===== config.mk =====
export PLATFORM = sky130hd
export DESIGN_NAME = mppt_particle_sched
export DESIGN_NICKNAME = d
export VERILOG_FILES = /design/src/rtl/mppt_particle_sched.sv
export SDC_FILE = /design/constraint.sdc
export NUM_CORES = 1
export LEC_CHECK = 0
export ABC_AREA = 1
export BUFFER_PORTS_ARGS = -buffer_cell sky130_fd_sc_hd__buf_2
export CAP_MARGIN = 10
export CORE_ASPECT_RATIO = 0.75
export CORE_UTILIZATION = 56
export CTS_BUF_LIST = sky130_fd_sc_hd__clkbuf_16
export DETAILED_ROUTE_END_ITERATION = 7
export MAX_ROUTING_LAYER = met4
export PLACE_DENSITY = 0.73
export SYNTH_ARGS = -nofsm -noshare
export SYNTH_HDL_FRONTEND = slang
export SYNTH_SLANG_ARGS = --single-unit
export TNS_END_PERCENT = 20

===== constraint.sdc =====
create_clock -name clk_P -period 8.65 [get_ports clk_P]
set_input_delay 1.2975 -clock clk_P [delete_from_list [all_inputs] [get_ports clk_P]]
set_output_delay 1.2975 -clock clk_P [all_outputs]
set_load 0.02 [all_outputs]

===== src/rtl/mppt_particle_sched.sv =====
// Particle scheduler for MPPT fitness evaluation. For each particle it loads a duty,
// waits for the converter to settle, averages ADC samples, reports u*i and tracks the best.
module mppt_particle_sched #(
  parameter int N_PART   = 5,
  parameter int DW       = 12,
  parameter int SETTLE   = 1000,
  parameter int AVG_LOG2 = 4
) (
  input  logic          clk_P,
  input  logic          rst_n,
  input  logic          start,
  input  logic          duty_we,
  input  logic [2:0]    duty_waddr,
  input  logic [DW-1:0] duty_wdata,
  input  logic          ad_valid,
  input  logic [11:0]   ad_u,
  input  logic [11:0]   ad_i,
  output logic [DW-1:0] pwm_duty,
  output logic          pwm_load,
  output logic          fit_valid,
  output logic [2:0]    fit_addr,
  output logic [23:0]   fit_p,
  output logic [2:0]    gbest_addr,
  output logic [23:0]   gbest_p,
  output logic          busy,
  output logic          done
);
  localparam int SCW = (SETTLE > 1) ? $clog2(SETTLE) : 1;
  localparam int NCW = (AVG_LOG2 > 0) ? AVG_LOG2 : 1;
  localparam logic [SCW-1:0] SETTLE_LAST = SCW'(SETTLE - 1);
  localparam logic [NCW-1:0] SMP_LAST    = NCW'((1 << AVG_LOG2) - 1);
  localparam logic [2:0]     K_LAST      = 3'(N_PART - 1);

  typedef enum logic [2:0] {
    S_IDLE, S_APPLY, S_SETTLE, S_SAMPLE, S_CALC, S_REPORT, S_DONE
  } state_t;

  state_t                  state_q, state_d;
  logic [2:0]              k_q, k_d;
  logic [SCW-1:0]          settle_q, settle_d;
  logic [NCW-1:0]          smp_q, smp_d;
  logic [15:0]             acc_u_q, acc_u_d;
  logic [15:0]             acc_i_q, acc_i_d;
  logic [23:0]             p_q, p_d;
  logic [2:0]              fit_addr_q, fit_addr_d;
  logic [2:0]              gbest_addr_q, gbest_addr_d;
  logic [23:0]             gbest_p_q, gbest_p_d;
  logic [DW-1:0]           pwm_duty_q, pwm_duty_d;
  logic [11:0]             u_avg, i_avg;
  logic [N_PART-1:0][DW-1:0] duty_tab;

  // One register per duty entry; out-of-range addresses match no entry.
  generate
    for (genvar gi = 0; gi < N_PART; gi++) begin : g_duty
      logic [DW-1:0] entry_q;
      always_ff @(posedge clk_P) begin
        if (!rst_n) begin
          entry_q <= '0;
        end else if (duty_we && (duty_waddr == 3'(gi))) begin
          entry_q <= duty_wdata;
        end
      end
      assign duty_tab[gi] = entry_q;
    end
  endgenerate

  // Averages are a bit-slice of the accumulators: truncating divide by 2^AVG_LOG2.
  assign u_avg = acc_u_q[AVG_LOG2 +: 12];
  assign i_avg = acc_i_q[AVG_LOG2 +: 12];

  always_comb begin
    state_d      = state_q;
    k_d          = k_q;
    settle_d     = settle_q;
    smp_d        = smp_q;
    acc_u_d      = acc_u_q;
    acc_i_d      = acc_i_q;
    p_d          = p_q;
    fit_addr_d   = fit_addr_q;
    gbest_addr_d = gbest_addr_q;
    gbest_p_d    = gbest_p_q;
    pwm_duty_d   = pwm_duty_q;

    case (state_q)
      S_IDLE: begin
        if (start) begin
          gbest_addr_d = '0;
          gbest_p_d    = '0;
          k_d          = '0;
          state_d      = S_APPLY;
        end
      end
      S_APPLY: begin
        settle_d = '0;
        smp_d    = '0;
        acc_u_d  = '0;
        acc_i_d  = '0;
        state_d  = S_SETTLE;
      end
      S_SETTLE: begin
        if (settle_q == SETTLE_LAST) begin
          state_d = S_SAMPLE;
        end else begin
          settle_d = settle_q + SCW'(1);
        end
      end
      S_SAMPLE: begin
        if (ad_valid) begin
          acc_u_d = acc_u_q + {4'b0, ad_u};
          acc_i_d = acc_i_q + {4'b0, ad_i};
          if (smp_q == SMP_LAST) begin
            state_d = S_CALC;
          end else begin
            smp_d = smp_q + NCW'(1);
          end
        end
      end
      S_CALC: begin
        p_d        = 24'(u_avg) * 24'(i_avg);
        fit_addr_d = k_q + 3'd1;
        state_d    = S_REPORT;
      end
      S_REPORT: begin
        // Strict compare so a tie keeps the earlier particle.
        if ((p_q > gbest_p_q) || (gbest_addr_q == 3'd0)) begin
          gbest_p_d    = p_q;
          gbest_addr_d = fit_addr_q;
        end
        if (k_q == K_LAST) begin
          state_d = S_DONE;
        end else begin
          k_d     = k_q + 3'd1;
          state_d = S_APPLY;
        end
      end
      S_DONE: begin
        state_d = S_IDLE;
      end
      default: begin
        state_d = S_IDLE;
      end
    endcase

    // Duty is registered on entry so it is already stable during the pwm_load cycle.
    if (state_d == S_APPLY) begin
      for (int j = 0; j < N_PART; j++) begin
        if (k_d == 3'(j)) begin
          pwm_duty_d = duty_tab[j];
        end
      end
    end
  end

  always_ff @(posedge clk_P) begin
    if (!rst_n) begin
      state_q      <= S_IDLE;
      k_q          <= '0;
      settle_q     <= '0;
      smp_q        <= '0;
      acc_u_q      <= '0;
      acc_i_q      <= '0;
      p_q          <= '0;
      fit_addr_q   <= '0;
      gbest_addr_q <= '0;
      gbest_p_q    <= '0;
      pwm_duty_q   <= '0;
    end else begin
      state_q      <= state_d;
      k_q          <= k_d;
      settle_q     <= settle_d;
      smp_q        <= smp_d;
      acc_u_q      <= acc_u_d;
      acc_i_q      <= acc_i_d;
      p_q          <= p_d;
      fit_addr_q   <= fit_addr_d;
      gbest_addr_q <= gbest_addr_d;
      gbest_p_q    <= gbest_p_d;
      pwm_duty_q   <= pwm_duty_d;
    end
  end

  assign pwm_duty   = pwm_duty_q;
  assign pwm_load   = (state_q == S_APPLY);
  assign fit_valid  = (state_q == S_REPORT);
  assign fit_addr   = fit_addr_q;
  assign fit_p      = p_q;
  assign gbest_addr = gbest_addr_q;
  assign gbest_p    = gbest_p_q;
  assign busy       = (state_q != S_IDLE);
  assign done       = (state_q == S_DONE);

endmodule


==> impl_metrics.py, run 1 <==
metrics = {
    "power": {
        "power_frac_seq_pct": 46.9,
        "p_per_area_mw_per_mm2": 120.0,
        "clockPowerShare_pct": 44.5,
        "p_sw_share_pct": 28.38,
        "p_leak_nw": 7.816,
        "power.switching_mw": 0.5159,
        "p_int_mw": 1.302,
        "p_comb_share_pct": 8.6,
        "vdd_drop_max_mv": 0.1387,
    },
    "timing": {
        "relSlewSlack_pct": 41.65,
        "setup_viol": 0,
        "rsz0062_at_grt": "no",
        "period_share_pct": 62.13,
        "setup_ws_ps": 3276,
        "hold_viol_final": 0,
        "fmax_mhz": 186.1,
        "skew_ps": 19.55,
        "timing.hold.ws_ps": 451.3,
        "tightestPinTransition_ps": 875.2,
        "slew_viol_final": 0,
        "period_minus_slack_ps": 5374,
        "tns_ps": 0,
    },
    "clock_network": {
        "h-tree-depth": 4,
        "holdBufCountCts": 0,
        "cts_repair_resize_count": 0,
        "root_buffer": "clkbuf_16",
        "clock_path_buffers": 2,
        "cts_made_buffers": 17,
        "insertion_delay_ps": 460,
        "cts_setup_buffers": 0,
        "clkSinkCount": 178,
        "clk_pin_slew_ps": 70,
        "cts_tree": "yes",
    },
    "synth": {
        "synth_edf_count": 0,
        "ys_seq_elements": 178,
        "syn_inst": 1928,
        "syn_nets": 2188,
        "syn_area_per_cell_um2": 7.198,
        "synthDistinctLibCells": 49,
        "yosysTopAreaCellShare_pct": 25.68,
        "syn_area_mm2": 0.01388,
        "synth_ff_type": "dfxtp_1",
        "async_flop_share_pct": 0,
        "synth_area_leaders": "dfxtp_1 (26%), fa_1 (15%), ha_1 (10%), nand2_1 (9.9%), inv_1 (9.2%)",
        "yosys.area.top_type": "dfxtp_1",
        "yosysSeqAreaShare_pct": 25.68,
        "ys_warn_count": 0,
    },
    "drt": {
        "viasPerCell": 5.403,
        "postRouteAntennaNets": 0,
        "wire_per_inst_um": 15.61,
        "dr.first_iter.drc_count": 997,
        "dr_total_vias": 12580,
        "wirelength_um": 36340,
        "drt-pass1-iter-count": 6,
        "drc": 0,
    },
    "cells_and_area": {
        "final.fill_count": 2264,
        "fin_area_mm2": 0.01516,
        "final_cell_count_no_fill": 2328,
        "nNetsFinal": 2244,
        "synthToLayoutAreaGrowth_pct": 9.215,
        "drive_gt1_share_pct": 10.07,
        "n_antenna_cell": 0,
    },
    "floorplanning": {
        "floorplan.die_area_mm2": 0.02542,
        "core-area_mm2": 0.02416,
        "fp-row-count": 49,
        "ios": 114,
        "die_h_um": 138.3,
        "start_util_pct": 57.45,
        "fp.dieW_um": 183.8,
    },
    "placement": {
        "port-buffer-count": 113,
        "globalplace.congestion": 0.9218,
        "dp.cells": 2296,
        "hpwl_um": 27690,
        "place_ws_ps": 3373,
        "place_area_mm2": 0.01454,
    },
    "hold_path": {
        "hp-class": "reg -> reg",
    },
    "global_route": {
        "grt_max_degree": 94,
        "grt_pass1_vias": 12180,
        "antenna_found_initial": 0,
        "grt_usage_pct": 31.12,
        "grt_pass1_wl_um": 61550,
        "overflow": 0,
    },
    "critical_path": {
        "crit_type": "reg -> reg",
        "cp.arrival_ps": 5720,
        "crit_required_ps": 9000,
        "critPathCaptureType": "register",
        "cp_max_fo": 14,
        "cp-start-kind": "register",
    },
    "outcome": {
        "outcome": "completed",
    },
    "flow_run": {
        "max_cap_viol_count": 0,
    },
}
==> routing by layer <==
layer	vias to the layer above	global-route usage, %	share of wire, %
met2	390	45.73	43
li1	6198	-	-
met4	0	6.623	1.1
met3	30	6.507	7.3
met1	5960	43.96	48
met5	-	-	0
==> metrics by stage <==
stage,util [%],power (mW)
6_report,62.74,1.818
5_1_grt,62.74,1.879
4_1_cts,62.74,1.822
3_5_place_dp,60.21,1.025
3_3_place_gp,60.21,1.021
2_1_floorplan,-,0.9726
==> critical path: stages, from the launching register on <==
cell and delay [ps]:
dfxtp_1 710, nand2_1 190, fa_1 540, fa_1 510
inv_1 50, fa_1 440, fa_1 550, inv_1 60
fa_1 540, inv_1 50, ha_1 340, nand2_1 110
nor2_1 180, inv_1 70, o21ai_0 350, a21boi_0 200
a21oi_1 150, o21ai_0 120, nand2_1 70, inv_1 40
==> worst paths after layout <==
path / endpoint / slack (ps) / startpoint / cells after the start
worst max-delay path: fit_p[16]$_SDFFE_PN0P_ / 3280 / acc_i_q[7]$_SDFFE_PN0P_ / 19
worst min-delay path: g_duty[1].entry_q[2]$_SDFFE_PN0P_ / 450 / g_duty[1].entry_q[2]$_SDFFE_PN0P_ / 2
worst max register to register: fit_p[16]$_SDFFE_PN0P_ / 3280 / acc_i_q[7]$_SDFFE_PN0P_ / 19
worst min register to register: g_duty[1].entry_q[2]$_SDFFE_PN0P_ / 450 / g_duty[1].entry_q[2]$_SDFFE_PN0P_ / 2
==> area by class of cell <==
type / instances / area [um^2] / area share, %
multi-input combinational: 1317 / 8641 / 57.01
sequential: 178 / 3563 / 23.51
inverter: 353 / 1330 / 8.776
timing repair buffer: 117 / 595.6 / 3.930
clock buffer: 17 / 425.4 / 2.807
tap: 331 / 414.1 / 2.733
clock inverter: 15 / 186.4 / 1.230
==> synth_stat cells, types with 3 or more instances <==
cell,count
o21a_1,5
a21oi_1,199
o21ai_1,13
nand2_2,20
buf_4,4
or2_2,5
a21boi_0,3
clkbuf_1,59
nand3_2,4
o21ai_0,121
nand2_1,367
inv_1,341
ha_1,114
fa_1,102
o211ai_1,3
buf_1,3
xnor2_1,4
buf_2,13
o21bai_1,4
nor2_1,152
nand3_1,131
nand4_1,11
inv_2,8
dfxtp_1,178
a21o_1,8
nor4_1,3
nor3_1,11
xor2_1,14
==> flip-flops by register name, indices dropped and copies added (netlist names), 4 cells and up <==
register,flops
g_duty.entry_q,60
fit_p,24
gbest_p,24
acc_i_q,16
acc_u_q,16
pwm_duty,12
settle_q,10
smp_q,4
==> layout by cell type, fill, tap and decap left out, types with 13 or more instances in the layout <==
cell type	Yosys	layout
a21oi_1	199	199
buf_2	13	113
clkbuf_16	0	17
dfxtp_1	178	178
fa_1	102	102
ha_1	114	114
inv_1	341	341
nand2_1	367	367
nand2_2	20	20
nand3_1	131	131
nor2_1	152	152
o21ai_0	121	121
o21ai_1	13	13
xor2_1	14	14
==> power groups by stage <==
stage / sequential, mW / clock (mW) / combinational (mW)
floorplan: 0.873 / 0 / 0.0995
global placement: 0.870 / 0 / 0.151
detailed placement: 0.871 / 0 / 0.154
CTS: 0.852 / 0.815 / 0.155
global route: 0.854 / 0.851 / 0.175
finish: 0.852 / 0.809 / 0.156
==> cells by family (layout without fill, tap and decap cells) <==
logic type,Yosys count,after routing,share of synthesized area [%]
buffers and inverters,433,502,12.05
and+or+nand+nor,716,716,22.24
adders and majority gates,216,216,24.99
AOI/OAI and AO/OA,367,367,13.89
DFF,178,178,25.68
xor gates and xnor gates,18,18,1.136
(Power assumes the default switching activity.)
==> run 2: changes to the inputs <==
==> constraint.sdc (replaced) <==
create_clock -name clk_P -period 5.39 [get_ports clk_P]
set_input_delay 0.8085 -clock clk_P [delete_from_list [all_inputs] [get_ports clk_P]]
set_output_delay 0.8085 -clock clk_P [all_outputs]
set_load 0.02 [all_outputs]
==> run 2 against run 1 <==
- non-clock buffer count increased by 22
- highest routed layer unchanged
- total power increased by 56%
- via count increased by 0.68%
- register-to-register slack got worse by 2900 ps
- final cell count increased by 0.95%
- fmax increased by 6.5%
- largest cell class unchanged
- die area unchanged
==> impl_metrics.py, run 2 (synthesis results as in run 1) <==
metrics = {
    "placement": {
        "port-buffer-count": 113,
        "place_area_mm2": 0.01471,
        "place_ws_ps": 177.5,
        "hpwl_um": 27330,
        "dp.cells": 2318,
        "globalplace.congestion": 0.8979,
    },
    "cells_and_area": {
        "nNetsFinal": 2266,
        "n_antenna_cell": 0,
        "most-common-layout-cells": "nand2_1 (367), inv_1 (341), a21oi_1 (199), dfxtp_1 (168), nor2_1 (152)",
        "layout_commonest_cell": "nand2_1",
        "final_cell_count_no_fill": 2350,
        "drive_gt1_share_pct": 11.44,
        "final.fill_count": 2237,
        "fin_area_mm2": 0.01530,
        "synthToLayoutAreaGrowth_pct": 10.22,
        "regMostFlops": "g_duty.entry_q",
        "postLayoutCoreUtil_pct": 63.32,
        "largest_reg_flops": 60,
    },
    "outcome": {
        "outcome": "completed",
    },
    "power": {
        "power_frac_seq_pct": 48.0,
        "vdd_drop_max_mv": 0.2134,
        "p_sw_share_pct": 28.44,
        "p_int_mw": 2.035,
        "power.switching_mw": 0.8090,
        "p_per_area_mw_per_mm2": 186.0,
        "clockPowerShare_pct": 43.2,
        "p_leak_nw": 7.921,
        "p_comb_share_pct": 8.8,
    },
    "floorplanning": {
        "floorplan.die_area_mm2": 0.02542,
        "core-area_mm2": 0.02416,
        "ios": 114,
        "die_h_um": 138.3,
        "fp-row-count": 49,
        "fp.dieW_um": 183.8,
        "start_util_pct": 57.45,
    },
    "timing": {
        "rsz0062_at_grt": "yes",
        "relSlewSlack_pct": 23.95,
        "fmax_mhz": 198.2,
        "hold_viol_final": 0,
        "period_minus_slack_ps": 5047,
        "setup_ws_ps": 343.4,
        "slew_viol_final": 0,
        "tightestPinTransition_ps": 1140,
        "skew_ps": 8.542,
        "period_share_pct": 93.63,
        "setup_viol": 0,
    },
    "global_route": {
        "antenna_found_initial": 0,
        "grt_pass1_wl_um": 60490,
        "grt_max_degree": 93,
        "overflow": 0,
        "grt_usage_pct": 30.52,
        "grt_pass1_vias": 12270,
    },
    "flow_run": {
        "max_cap_viol_count": 0,
    },
    "critical_path": {
        "r2r_cells": 19,
        "regToRegSetupSlack_ps": 340,
        "crit_type": "reg -> reg",
        "crit_chain": "nand2_1, fa_1, inv_1, fa_1, fa_1, fa_1, inv_1, fa_1, inv_1, ha_1, a21oi_1, a21boi_0, nand2_1, nand2_1, nand3_1, or2_2, nand3_1, nand2_1, inv_1",
        "worst_path_max_delay_cell": "dfxtp_1",
        "r2r-start": "acc_u_q[14]$_SDFFE_PN0P_",
        "max_stage_delay_ps": 560,
        "path_buf_inv": 4,
        "cp-start-kind": "register",
        "critPathCaptureType": "register",
        "cpMostUsedCell": "fa_1",
        "timing.rr.end": "fit_p[23]$_SDFFE_PN0P_",
        "cp_top_family": "adder cells",
        "cp.arrival_ps": 5440,
        "cp_max_fo": 9,
        "crit_required_ps": 5790,
    },
    "clock_network": {
        "holdBufCountCts": 0,
        "clk_pin_slew_ps": 80,
        "insertion_delay_ps": 450,
        "clock_path_buffers": 2,
        "h-tree-depth": 4,
        "cts_made_buffers": 17,
        "cts_tree": "yes",
        "clkSinkCount": 178,
        "root_buffer": "clkbuf_16",
    },
    "hold_path": {
        "hold_depth": 2,
        "holdPathEnd": "g_duty[1].entry_q[2]$_SDFFE_PN0P_",
        "worstHoldStart": "g_duty[1].entry_q[2]$_SDFFE_PN0P_",
        "hp-class": "reg -> reg",
    },
    "drt": {
        "wirelength_um": 35950,
        "dr_total_vias": 12660,
        "wire_per_inst_um": 15.30,
        "drt-pass1-iter-count": 6,
        "dr.first_iter.drc_count": 895,
        "postRouteAntennaNets": 0,
        "viasPerCell": 5.389,
        "drc": 0,
    },
}
run 2: changes by cell type in the layout (fill, tap and decap cells not counted), sizes merged:
cell,previous run,this run
buf,117,139
bufinv,1,0
inv,357,355
clkinv,8,11
run 2: area by class of cell:
| class | count | area (um^2) | area share [%] |
|---|---|---|---|
| multi-input cells | 1317 | 8641 | 56.49 |
| flip-flops and latches | 178 | 3576 | 23.38 |
| inverters | 353 | 1330 | 8.695 |
| repair buffers | 139 | 760.7 | 4.973 |
| clock buffers | 17 | 425.4 | 2.781 |
| well taps | 331 | 414.1 | 2.708 |
| clock inverters | 15 | 148.9 | 0.9734 |
run 2: metal layers:
metal | part of all wire, % | routed length [um] | vias to the layer above | GRT usage, %
li1 | - | - | 6239 | -
met2 | 45 | 16080 | 378 | 46.73
met4 | 0.97 | 350 | 0 | 6.579
met3 | 6.1 | 2197 | 32 | 4.347
met5 | 0 | 0 | - | -
met1 | 48 | 17320 | 6015 | 42.78
run 2: metrics by stage:
step	total power [mW]	TNS [ps]	hold WS [ps]
finish	2.844	0	453.6
global route	2.956	-15.70	475.6
CTS	2.857	0	456.6
detailed placement	1.642	0	445.4
global placement	1.636	0	438.8
floorplan	1.561	0	429.7
run 2: worst min-delay path, delay by kind of cell (launching register included):
family          cells  cell delay (ps)
compound gates      1               50
buf+inv             1               60
flops               1              300
run 2: power groups by stage:
stage | Combinational, mW | Sequential, mW | Clock, mW
after floorplan | 0.160 | 1.40 | 0
after global placement | 0.241 | 1.40 | 0
after detailed placement | 0.246 | 1.40 | 0
after CTS | 0.248 | 1.37 | 1.24
after global routing | 0.280 | 1.37 | 1.31
final | 0.250 | 1.37 | 1.23
run 2: worst max-delay path by stage:
stage                              from                     end  cells past startpoint
2_1_floorplan  acc_u_q[12]$_SDFFE_PN0P_  fit_p[23]$_SDFFE_PN0P_                     20
3_3_place_gp    acc_i_q[7]$_SDFFE_PN0P_  fit_p[16]$_SDFFE_PN0P_                     19
3_5_place_dp    acc_i_q[7]$_SDFFE_PN0P_  fit_p[16]$_SDFFE_PN0P_                     19
4_1_cts         acc_i_q[7]$_SDFFE_PN0P_  fit_p[16]$_SDFFE_PN0P_                     19
5_1_grt        acc_u_q[14]$_SDFFE_PN0P_  fit_p[23]$_SDFFE_PN0P_                     19
6_report       acc_u_q[14]$_SDFFE_PN0P_  fit_p[23]$_SDFFE_PN0P_                     19
run 2: timing repair:
| item | 4_1_cts | 5_1_grt |
|---|---|---|
| gates resized for setup | 0 | 12 |
| setup buffers | 0 | 0 |
| endpoints found under the setup margin | 0 | 9 |
